`config.mk`:
```
export PLATFORM = sky130hd
export DESIGN_NAME = apb4_cmd_master
export DESIGN_NICKNAME = d
export VERILOG_FILES = /design/src/rtl/apb_pkg.sv /design/src/rtl/apb_timeout_cnt.sv /design/src/rtl/apb4_cmd_master.sv
export SDC_FILE = /design/constraint.sdc
export NUM_CORES = 1
export LEC_CHECK = 0
export BUFFER_PORTS_ARGS = -buffer_cell sky130_fd_sc_hd__buf_4
export CORE_MARGIN = 3
export CORE_UTILIZATION = 50
export DETAILED_ROUTE_END_ITERATION = 10
export MAX_ROUTING_LAYER = met4
export PLACE_DENSITY = 0.93
export RECOVER_POWER = 25
export REMOVE_ABC_BUFFERS = 1
export SLEW_MARGIN = 20
export SYNTH_ARGS = -nofsm -noshare
export SYNTH_HDL_FRONTEND = slang
export SYNTH_SLANG_ARGS = --single-unit
```
`constraint.sdc`:
```
create_clock -name pclk -period 3.4 [get_ports pclk]
set_clock_uncertainty 0.2 [all_clocks]
set_input_delay 0.34 -clock pclk [delete_from_list [all_inputs] [get_ports pclk]]
set_output_delay 0.34 -clock pclk [all_outputs]
set_load 0.1 [all_outputs]
```
`src/rtl/apb_pkg.sv`:
```
// Shared types and constants for the APB4 command master and its wait counter.
package apb_pkg;

   typedef enum logic [1:0] {
      IDLE,
      SETUP,
      ACCESS,
      RESP
   } apb_state_e;

   // Bit positions inside PPROT.
   localparam int PROT_PRIV  = 0;
   localparam int PROT_NSEC  = 1;
   localparam int PROT_INSTR = 2;

   localparam int APB_ADDR_W = 32;
   localparam int APB_DATA_W = 32;
   localparam int APB_STRB_W = APB_DATA_W / 8;

   typedef struct packed {
      logic [APB_ADDR_W-1:0] addr;
      logic                  write;
      logic [APB_DATA_W-1:0] wdata;
      logic [APB_STRB_W-1:0] strb;
      logic [2:0]            prot;
   } apb_cmd_t;

   typedef struct packed {
      logic [APB_DATA_W-1:0] rdata;
      logic                  err;
      logic                  timeout;
   } apb_rsp_t;

   // A zero limit still keeps a 1-bit register so the counter never has zero width.
   function automatic int cnt_width(input int cycles);
      return (cycles < 1) ? 1 : $clog2(cycles + 1);
   endfunction

endpackage

```
`src/rtl/apb_timeout_cnt.sv`:
```
// Saturating ACCESS wait counter; expired_o flags the last allowed wait cycle.
module apb_timeout_cnt
   import apb_pkg::*;
#(
   parameter int TIMEOUT_CYCLES = 256
) (
   input  logic pclk_i,
   input  logic preset_n_i,
   input  logic clr_i,
   input  logic en_i,
   output logic expired_o
);

   localparam int            W    = cnt_width(TIMEOUT_CYCLES);
   localparam logic [W-1:0]  LAST = (TIMEOUT_CYCLES == 0) ? '0 : W'(TIMEOUT_CYCLES - 1);

   logic [W-1:0] cnt_q, cnt_d;

   always_comb begin
      // NOTE: assigning the default first keeps this always_comb free of inferred latches.
      cnt_d = cnt_q;
      if (clr_i) begin
         cnt_d = '0;
      end else if (en_i && (cnt_q != '1)) begin
         cnt_d = cnt_q + W'(1);
      end
   end

   always_ff @(posedge pclk_i) begin
      // NOTE: non-blocking assignments let every register see pre-edge values.
      if (!preset_n_i) begin
         cnt_q <= '0;
      end else begin
         cnt_q <= cnt_d;
      end
   end

   if (TIMEOUT_CYCLES == 0) begin : g_no_timeout
      assign expired_o = 1'b0;
   end else begin : g_timeout
      assign expired_o = (cnt_q == LAST);
   end

endmodule

```
`src/rtl/apb4_cmd_master.sv`:
```
// Valid/ready command stream to AMBA 4 APB bridge with per-transfer timeout.
module apb4_cmd_master
   import apb_pkg::*;
#(
   parameter int ADDR_WIDTH     = 32,
   parameter int DATA_WIDTH     = 32,
   parameter int STRB_WIDTH     = DATA_WIDTH / 8,
   parameter int TIMEOUT_CYCLES = 256
) (
   input  logic                  pclk,
   input  logic                  preset_n,
   input  logic                  cmd_valid,
   output logic                  cmd_ready,
   input  logic [ADDR_WIDTH-1:0] cmd_addr,
   input  logic                  cmd_write,
   input  logic [DATA_WIDTH-1:0] cmd_wdata,
   input  logic [STRB_WIDTH-1:0] cmd_wstrb,
   input  logic [2:0]            cmd_prot,
   output logic                  rsp_valid,
   input  logic                  rsp_ready,
   output logic [DATA_WIDTH-1:0] rsp_rdata,
   output logic                  rsp_err,
   output logic                  rsp_timeout,
   output logic [ADDR_WIDTH-1:0] paddr,
   output logic                  pwrite,
   output logic [DATA_WIDTH-1:0] pwdata,
   output logic [STRB_WIDTH-1:0] pstrb,
   output logic [2:0]            pprot,
   output logic                  psel,
   output logic                  penable,
   input  logic                  pready,
   input  logic [DATA_WIDTH-1:0] prdata,
   input  logic                  pslverr
);

   apb_state_e            state_q, state_d;
   logic                  cmd_ready_q;
   logic [ADDR_WIDTH-1:0] paddr_q;
   logic                  pwrite_q;
   logic [DATA_WIDTH-1:0] pwdata_q;
   logic [STRB_WIDTH-1:0] pstrb_q;
   logic [2:0]            pprot_q;
   logic                  psel_q, penable_q;
   logic                  rsp_valid_q, rsp_err_q, rsp_timeout_q;
   logic [DATA_WIDTH-1:0] rsp_rdata_q;

   logic accept, expired, cnt_en;

   assign accept = cmd_valid & cmd_ready_q;
   assign cnt_en = (state_q == ACCESS) & ~pready;

   apb_timeout_cnt #(
      .TIMEOUT_CYCLES (TIMEOUT_CYCLES)
   ) u_timeout_cnt (
      .pclk_i     (pclk),
      .preset_n_i (preset_n),
      .clr_i      (accept),
      .en_i       (cnt_en),
      .expired_o  (expired)
   );

   always_comb begin
      state_d = state_q;
      case (state_q)
         IDLE:    if (accept) state_d = SETUP;
         SETUP:   state_d = ACCESS;
         ACCESS:  if (pready || expired) state_d = RESP;
         RESP:    if (rsp_ready) state_d = IDLE;
         default: state_d = IDLE;
      endcase
   end

   always_ff @(posedge pclk) begin
      if (!preset_n) begin
         state_q       <= IDLE;
         cmd_ready_q   <= 1'b0;
         paddr_q       <= '0;
         pwrite_q      <= 1'b0;
         pwdata_q      <= '0;
         pstrb_q       <= '0;
         pprot_q       <= '0;
         psel_q        <= 1'b0;
         penable_q     <= 1'b0;
         rsp_valid_q   <= 1'b0;
         rsp_rdata_q   <= '0;
         rsp_err_q     <= 1'b0;
         rsp_timeout_q <= 1'b0;
      end else begin
         state_q     <= state_d;
         cmd_ready_q <= (state_d == IDLE);
         case (state_q)
            IDLE: begin
               if (accept) begin
                  // Reads drive zero data and strobes onto the bus.
                  paddr_q  <= cmd_addr;
                  pwrite_q <= cmd_write;
                  pwdata_q <= cmd_write ? cmd_wdata : '0;
                  pstrb_q  <= cmd_write ? cmd_wstrb : '0;
                  pprot_q  <= cmd_prot;
                  psel_q   <= 1'b1;
               end
            end
            SETUP: penable_q <= 1'b1;
            ACCESS: begin
               if (pready || expired) begin
                  // pready takes priority over a timeout landing on the same edge.
                  psel_q        <= 1'b0;
                  penable_q     <= 1'b0;
                  rsp_valid_q   <= 1'b1;
                  rsp_err_q     <= pready ? pslverr : 1'b1;
                  rsp_timeout_q <= ~pready;
                  rsp_rdata_q   <= (pready && !pwrite_q) ? prdata : '0;
               end
            end
            RESP: if (rsp_ready) rsp_valid_q <= 1'b0;
            default: ;
         endcase
      end
   end

   assign cmd_ready   = cmd_ready_q;
   assign rsp_valid   = rsp_valid_q;
   assign rsp_rdata   = rsp_rdata_q;
   assign rsp_err     = rsp_err_q;
   assign rsp_timeout = rsp_timeout_q;
   assign paddr       = paddr_q;
   assign pwrite      = pwrite_q;
   assign pwdata      = pwdata_q;
   assign pstrb       = pstrb_q;
   assign pprot       = pprot_q;
   assign psel        = psel_q;
   assign penable     = penable_q;

endmodule

```
; After elaboration in Yosys (flattened, before gate mapping)
; Index checks and enable logic that the tools add are counted.
[classes]
add_sub_neg = 1
eq_ne = 8
n_mux = 15
bitwise = 4
reduce_logical = 15
[ops]
columns = cell, count
row1 = $mux W32, 2
row2 = $add A9 B1 Y9 const B, 1
row3 = $eq A9 B8 Y1 const B, 1
row4 = $ne A9 B9 Y1 const B, 1
row5 = $pmux W2 S4, 1
row6 = $mux W2, 3
row7 = $pmux W1 S2, 3
row8 = $reduce_and A2 Y1, 3
row9 = $reduce_and A3 Y1, 2
row10 = $reduce_bool A2 Y1, 3
row11 = $mux W1, 5
row12 = $eq A2 B2 Y1 const B, 2
row13 = $logic_not A2 Y1, 2
row14 = $mux W4, 1
row15 = $ne A2 B2 Y1 const B, 2
row16 = $and A1 B1 Y1, 2
row17 = $eq A2 B1 Y1 const B, 1
row18 = $logic_and A1 B1 Y1, 2
row19 = $ne A2 B1 Y1 const B, 1
row20 = $not A1 Y1, 2
row21 = $reduce_or A2 Y1, 1
row22 = $logic_not A1 Y1, 1
row23 = $logic_or A1 B1 Y1, 1
[totals]
regBits = 121
out_inout_bits = 110
elab_cells = 57

; Depth between registers and ports, before layout
; Gate-level depths: netlist of run 1.
[logic_depth]
ltp_word = 5
ltp_mapped = 8
depth_no_buf = 7

; Modules after synthesis
; Synthesis of run 1 repeated with hierarchy kept, for this count alone.
[hier_totals]
cells_unflattened = 550
hier_area_um2 = 4917.2
[modules_own_cells]
columns = mod, instances, cells_each, area_each_um2
row1 = apb4_cmd_master, 1, 500, 4463.0
row2 = apb_timeout_cnt, 1, 50, 454.2

; Least setup slack after synthesis of run 1
; OpenSTA, ideal clock, no wires.
[synth_path]
path_type = register -> register
startpoint = register cmd_ready_q (netlist: cmd_ready)
endpoint = register pwdata_q[2] (netlist: pwdata[2])
setup_ps = 70
arrival_ps = 2072
t_required_ps = 3130
setup_slack_ps = 1058
path_stages_with_launch = 6
path_buffers = 2
period_less_slack_ps = 2342
cell_sequence = dfxtp_1 > and4bb_2 > clkbuf_1 > buf_1 > nand3_1 > a21oi_1
[synth_between]
elab_chain_cells = 2
[synth_rtl]
columns = element, line
row1 = from (decl), apb4_cmd_master.sv:37  ; logic cmd_ready_q;
row2 = from (signal assigned), apb4_cmd_master.sv:90  ; cmd_ready_q <= (state_d == IDLE);
row3 = $and A1 B1 Y1, apb4_cmd_master.sv:49  ; assign accept = cmd_valid & cmd_ready_q;
row4 = $reduce_and A2 Y1 (no line), n/a
row5 = to (signal assigned), apb4_cmd_master.sv:97  ; pwdata_q <= cmd_write ? cmd_wdata : '0;
row6 = to (decl), apb4_cmd_master.sv:40  ; logic [DATA_WIDTH-1:0] pwdata_q;
; Every way passes these cells.
; A chain may end at the register's enable or synchronous reset.

; Worst setup path after layout of run 1
[layout_path]
startpoint = input preset_n
endpoint = register rsp_rdata_q[11] (netlist: rsp_rdata[11])
[layout_lines]
columns = element, line
row1 = from (decl), apb4_cmd_master.sv:11  ; input logic preset_n,
row2 = to (signal assigned), apb4_cmd_master.sv:112  ; rsp_rdata_q <= (pready && !pwrite_q) ? prdata : '0;
row3 = to (decl), apb4_cmd_master.sv:45  ; logic [DATA_WIDTH-1:0] rsp_rdata_q;
; No word-level cell between the ends.

==> results of run 1 <==
==> registers in the layout (all words and copies together) (netlist names) <==
| name | flops |
|---|---|
| cmd_ready | 1 |
| paddr | 32 |
| penable | 1 |
| pprot | 3 |
| psel | 1 |
| pstrb | 4 |
| pwdata | 32 |
| pwrite | 1 |
| rsp_err | 1 |
| rsp_rdata | 32 |
| rsp_timeout | 1 |
| rsp_valid | 1 |
| state_q | 2 |
| u_timeout_cnt.cnt_q | 9 |
==> metal layers <==
layer / routed length [µm] / GRT usage (%)
met4: 932 / 19.17
met3: 1868 / 9.352
met1: 6758 / 40.19
met5: 0 / -
met2: 9280 / 59.46
==> where the power goes <==
part | total (mW) | internal (mW) | switching, mW
sequential | 1.53 | 1.48 | 0.0471
combinational | 0.917 | 0.270 | 0.647
clock | 1.67 | 1.04 | 0.633
total | 4.11 | 2.79 | 1.33
==> logic make-up (layout without fill, tap and decap cells) <==
group           count (synthesis)  after routing  synth area share (%)
compound gates                159            159                 17.73
xor+xnor                        1              1                0.1904
flops                         121            121                 52.65
fa+ha+maj                       3              3                0.8160
simple gates                  213            213                 23.58
buf+inv                        54            365                 4.814
other cells                     0              1                     0
mux                             1              1                0.2176
==> worst register-to-register path: cells and delay by family, from the launching register on <==
kind	cells	cell delay (ns)
adders and majority gates	2	0.47
DFF	1	0.33
and+or+nand+nor	4	0.73
AOI/OAI and AO/OA	1	0.31
buffers and inverters	1	0.55
==> Yosys cell counts (3+ instances only) <==
library cell / n
a21oi_1: 114
buf_1: 5
clkbuf_1: 43
dfxtp_1: 121
ha_1: 3
inv_1: 3
nand2_1: 117
nand3_1: 40
nand4b_1: 32
nor2_1: 6
o21ai_0: 38
o31ai_1: 3
or4_1: 3
==> how the worst min path moves through the flow <==
| stage | from | end | cells after the start | slack (ns) |
|---|---|---|---|---|
| 2_1_floorplan | u_timeout_cnt.cnt_q[6]$_SDFFE_PP0P_ | u_timeout_cnt.cnt_q[6]$_SDFFE_PP0P_ | 2 | 0.25 |
| 3_3_place_gp | pwdata[1]$_SDFFE_PN0P_ | pwdata[1]$_SDFFE_PN0P_ | 2 | 0.24 |
| 3_5_place_dp | pwdata[20]$_SDFFE_PN0P_ | pwdata[20]$_SDFFE_PN0P_ | 2 | 0.24 |
| 4_1_cts | cmd_write | pwrite$_SDFFE_PN0P_ | 3 | 0.08 |
| 5_1_grt | cmd_valid | u_timeout_cnt.cnt_q[4]$_SDFFE_PP0P_ | 4 | 0.10 |
| 6_report | cmd_valid | u_timeout_cnt.cnt_q[4]$_SDFFE_PP0P_ | 4 | 0.11 |
==> area by class of cell <==
cell class	count	area, µm²
clock inverter	12	126.4
inverter	3	12.51
sequential	121	2422
fill	452	1190
timing repair buffer	330	2560
tap	108	135.1
multi-input combinational	377	1974
antenna	1	2.502
clock buffer	20	425.4
==> per-stage QoR <==
step                area, µm²  setup WS (ns)  setup TNS [ns]
floorplan                4390        -0.3714          -16.62
global placement         6242          1.086               0
detailed placement       6242         0.9998               0
CTS                      7865         0.7108               0
global route             7659         0.4379               0
finish                   7659         0.6249               0
==> repair_timing <==
action                                  CTS  global route
endpoints found under the hold margin   107             0
hold buffers                            107             0
endpoints found under the setup margin    0             0
==> impl_metrics.json, run 1 <==
{
  "status": "finished with violations",
  "violations": "capacitance limit",
  "timing.hold.ws_ns": 0.1065,
  "yosysTopAreaCell": "dfxtp_1",
  "instances_no_fill": 972,
  "vias": 5659,
  "io_pins": 220,
  "cts_tree": "done",
  "fin_util_pct": 86.55,
  "final-setup-viol-count": 0,
  "wire_per_inst_um": 19.38,
  "p_leak_nw": 2.988,
  "overflow": 0,
  "cp.depth": 5,
  "io_buffers": 219,
  "fp.coreArea_mm2": 0.008848,
  "row_count": 34,
  "drv_cap": 1,
  "rsz0062_at_grt": "false",
  "power_mw": 4.114,
  "end_kind": "flip-flop",
  "fin_crit_ns": 2.775,
  "r2r.worst_path.cells": 8,
  "startpoint_type": "primary input",
  "vias_per_cell": 5.822,
  "cts_setup_buffers": 0,
  "numCtsBuffers": 17,
  "hpwlAfterDp_um": 9572,
  "grt_pass1_vias": 5631,
  "nets": 963,
  "rr_endpoint": "rsp_err$_SDFFE_PN0P_",
  "cts_buffer_depth": 2,
  "totalWireLength_um": 18840,
  "final_common_cell": "buf_4",
  "path_class": "primary input to flip-flop",
  "syn_area_per_cell_um2": 8.335,
  "fmax_mhz": 360.4,
  "ir_drop_v": 0.0003561,
  "cp_max_fo": 70,
  "netlist.area_leader.share_pct": 52.65,
  "placedCellCount": 832,
  "die_h_um": 101.9,
  "worstPathRequired_ns": 3.60,
  "drc_errors": 0,
  "crit_family": "buffers and inverters",
  "drive_gt1_share_pct": 23.41,
  "grt_max_degree": 71,
  "area_growth_pct": 66.47,
  "timing.rr.start": "u_timeout_cnt.cnt_q[0]$_SDFFE_PP0P_",
  "root_buffer": "clkbuf_8",
  "synth_area_leaders": "dfxtp_1 (53%), a21oi_1 (12%), nand2_1 (9.5%)",
  "clkLatencyLatePin_ns": 0.49,
  "ys_seq_area_share_pct": 52.65,
  "r2r_slack_ns": 0.70,
  "drt-initial-drc-count": 450,
  "htree_levels": 4,
  "syn_area_mm2": 0.004601,
  "cp.buffers_inverters": 4,
  "initial_core_util_pct": 51.99,
  "synth_cells": 552,
  "cts_resized": 0,
  "worstPathCellList": "dlygate4sd3_1, buf_4, clkinvlp_2, buf_12, a21oi_1",
  "yosys.cell_types.count": 33,
  "tightest_slew_ns": 1.416,
  "ys_async_sr_fraction_pct": 0,
  "drv_slew": 0,
  "slew-limit-headroom_pct": 5.053,
  "antenna_found_initial": 1,
  "critPathMaxStageDelay_ns": 1.08,
  "grt_pass1_wl_um": 28600,
  "drt_first_pass_iters": 7,
  "clock_sink_count": 121,
  "synth_enable_flop_cells": 0,
  "hold_viol": 0,
  "die_width_um": 101.9,
  "worstHoldPathType": "primary input to flip-flop",
  "clkSlewWorstSetupHoldPaths_ns": 0.06,
  "grt_usage_pct": 36.10,
  "finalCritPeriodShare_pct": 81.62,
  "mostFrequentLayoutCells": "buf_4 (165), dfxtp_1 (121), nand2_1 (117)",
  "yosys_warnings": 0,
  "critPathLaunch": "preset_n",
  "die-area_mm2": 0.01039,
  "crit_slowest_cell": "clkinvlp_2",
  "p_per_area_mw_per_mm2": 537.2,
  "ys_seq_elements": 121,
  "place_congestion": 0.8604,
  "synth_flop_cell": "dfxtp_1",
  "cp-endpoint": "rsp_rdata[11]$_SDFFE_PN0P_",
  "drtAntennaViolNets": 0,
  "cp.arrival_ns": 2.98
}
Note: power is estimated with default switching activity, not from simulation.
==> run 2, diff against run 1 <==
Settings changed: CORE_UTILIZATION 50 to 46, PLACE_DENSITY 0.93 to 0.88.
Clock period 3.4 ns to 2.71 ns, I/O delays scaled along.
==> impl_metrics.json, run 2 (synthesis results as in run 1) <==
{
  "clock_sink_count": 121,
  "io_buffers": 219,
  "dr_wl_met3_um": 1725,
  "hold_viol": 0,
  "seqPwrFrac_pct": 35.0,
  "worstPathRequired_ns": 2.90,
  "p_clk_share_pct": 43.4,
  "drc_errors": 0,
  "final_area_mm2": 0.007806,
  "antenna_found_initial": 0,
  "initial_core_util_pct": 48.64,
  "row_count": 35,
  "rsz0062_at_grt": "false",
  "p_per_area_mw_per_mm2": 696.5,
  "cp.arrival_ns": 2.79,
  "fill_cells": 584,
  "overflow": 0,
  "tightest_slew_ns": 1.242,
  "numCtsBuffers": 17,
  "mostFrequentLayoutCells": "buf_4 (171), dfxtp_1 (121), nand2_1 (117)",
  "instances_no_fill": 1002,
  "vias_per_cell": 5.705,
  "startpoint_type": "flip-flop",
  "route.met2.wl_um": 9638,
  "htree_levels": 4,
  "drive_gt1_share_pct": 24.20,
  "p_int_mw": 3.699,
  "grt_pass1_wl_um": 30270,
  "slew-limit-headroom_pct": 17.58,
  "switchingPower_mw": 1.738,
  "grt_max_degree": 50,
  "die_width_um": 106.0,
  "vias": 5716,
  "clkSlewWorstSetupHoldPaths_ns": 0.06,
  "grt_pass1_vias": 5948,
  "cts_tree": "done",
  "top_layer": "met4",
  "status": "completed",
  "drv_slew": 0,
  "drt_first_pass_iters": 8,
  "comb_power_share_pct": 21.5,
  "worstHoldPathType": "primary input to flip-flop",
  "totalWireLength_um": 19430,
  "drtAntennaViolNets": 0,
  "ir_drop_v": 0.0004538,
  "finalCritPeriodShare_pct": 95.87,
  "fin_crit_ns": 2.598,
  "timing.hold.ws_ns": 0.03375,
  "cts_setup_buffers": 0,
  "hpwlAfterDp_um": 10080,
  "p_leak_nw": 3.050,
  "seq_area_mm2": 0.002422,
  "die_h_um": 106.0,
  "place_congestion": 0.8223,
  "grt_usage_pct": 34.74,
  "nets": 972,
  "cp_max_fo": 18,
  "drv_cap": 0,
  "fmax_mhz": 384.9,
  "wire_per_inst_um": 19.39,
  "place_area_mm2": 0.006309,
  "final_common_cell": "buf_4",
  "area_growth_pct": 69.68,
  "final-setup-viol-count": 0,
  "clkLatencyLatePin_ns": 0.51,
  "fp.coreArea_mm2": 0.009459,
  "p_sw_share_pct": 31.97,
  "root_buffer": "clkbuf_8",
  "fin_util_pct": 82.53,
  "multiInputGateArea_mm2": 0.001976,
  "met1Wirelength_um": 7023,
  "placedCellCount": 860,
  "drt-initial-drc-count": 484,
  "io_pins": 220,
  "die-area_mm2": 0.01124,
  "path_class": "flip-flop to flip-flop",
  "cts_buffer_depth": 2,
  "end_kind": "flip-flop"
}
-- run 2: repair_timing --
action | 4_1_cts | 5_1_grt
gates resized for setup | 0 | 2
setup endpoints to repair | 0 | 1
hold endpoints to repair | 109 | 0
hold buffers | 108 | 0
-- run 2: routing by layer --
| metal | track usage [%] | vias up |
|---|---|---|
| li1 | - | 2531 |
| met1 | 36.59 | 2703 |
| met2 | 59.11 | 388 |
| met3 | 10.14 | 94 |
| met4 | 18.22 | 0 |
| met5 | - | - |
-- run 2: final timing paths --
check                                       from                 endpoint  slack [ns]  cells past startpoint
max          u_timeout_cnt.cnt_q[0]$_SDFFE_PP0P_     rsp_err$_SDFFE_PN0P_        0.11                      9
min                                    cmd_write  pwdata[24]$_SDFFE_PN0P_        0.03                      3
max reg2reg  u_timeout_cnt.cnt_q[0]$_SDFFE_PP0P_     rsp_err$_SDFFE_PN0P_        0.11                      9
min reg2reg                paddr[6]$_SDFFE_PN0P_    paddr[6]$_SDFFE_PN0P_        0.26                      2
-- run 2: worst max-delay path, cell delays in order (launching register included) --
cell and delay [ns]:
dfxtp_1 0.33, ha_1 0.25, nand3_1 0.10, nor2_1 0.06
ha_1 0.23, nor2_2 0.16, buf_6 0.21, nor2_1 0.07
o221a_2 0.31, dlygate4sd3_1 0.56
-- run 2: cell type report --
cell class              instances  area share (%)
inverters                       3          0.1603
clock inverters                14           2.548
repair buffers                339           33.50
clock buffers                  18           5.353
flip-flops and latches        121           31.03
well taps                     129           2.068
diodes                          1         0.03206
multi-input cells             377           25.31
-- run 2: metrics by stage --
step / TNS, ns / power (mW) / worst slack, ns
2_1_floorplan: -68.37 / 2.623 / -1.061
3_3_place_gp: 0 / 2.953 / 0.3959
3_5_place_dp: 0 / 2.972 / 0.3028
4_1_cts: 0 / 5.421 / 0.1437
5_1_grt: 0 / 5.599 / 0.01752
6_report: 0 / 5.437 / 0.1118
-- run 2: power groups by stage --
stage	Sequential, mW	Clock, mW	Combinational (mW)
CTS	1.90	2.36	1.16
detailed placement	1.94	0	1.03
global placement	1.93	0	1.02
floorplan	2.43	0	0.189
global route	1.91	2.47	1.21
finish	1.91	2.36	1.17
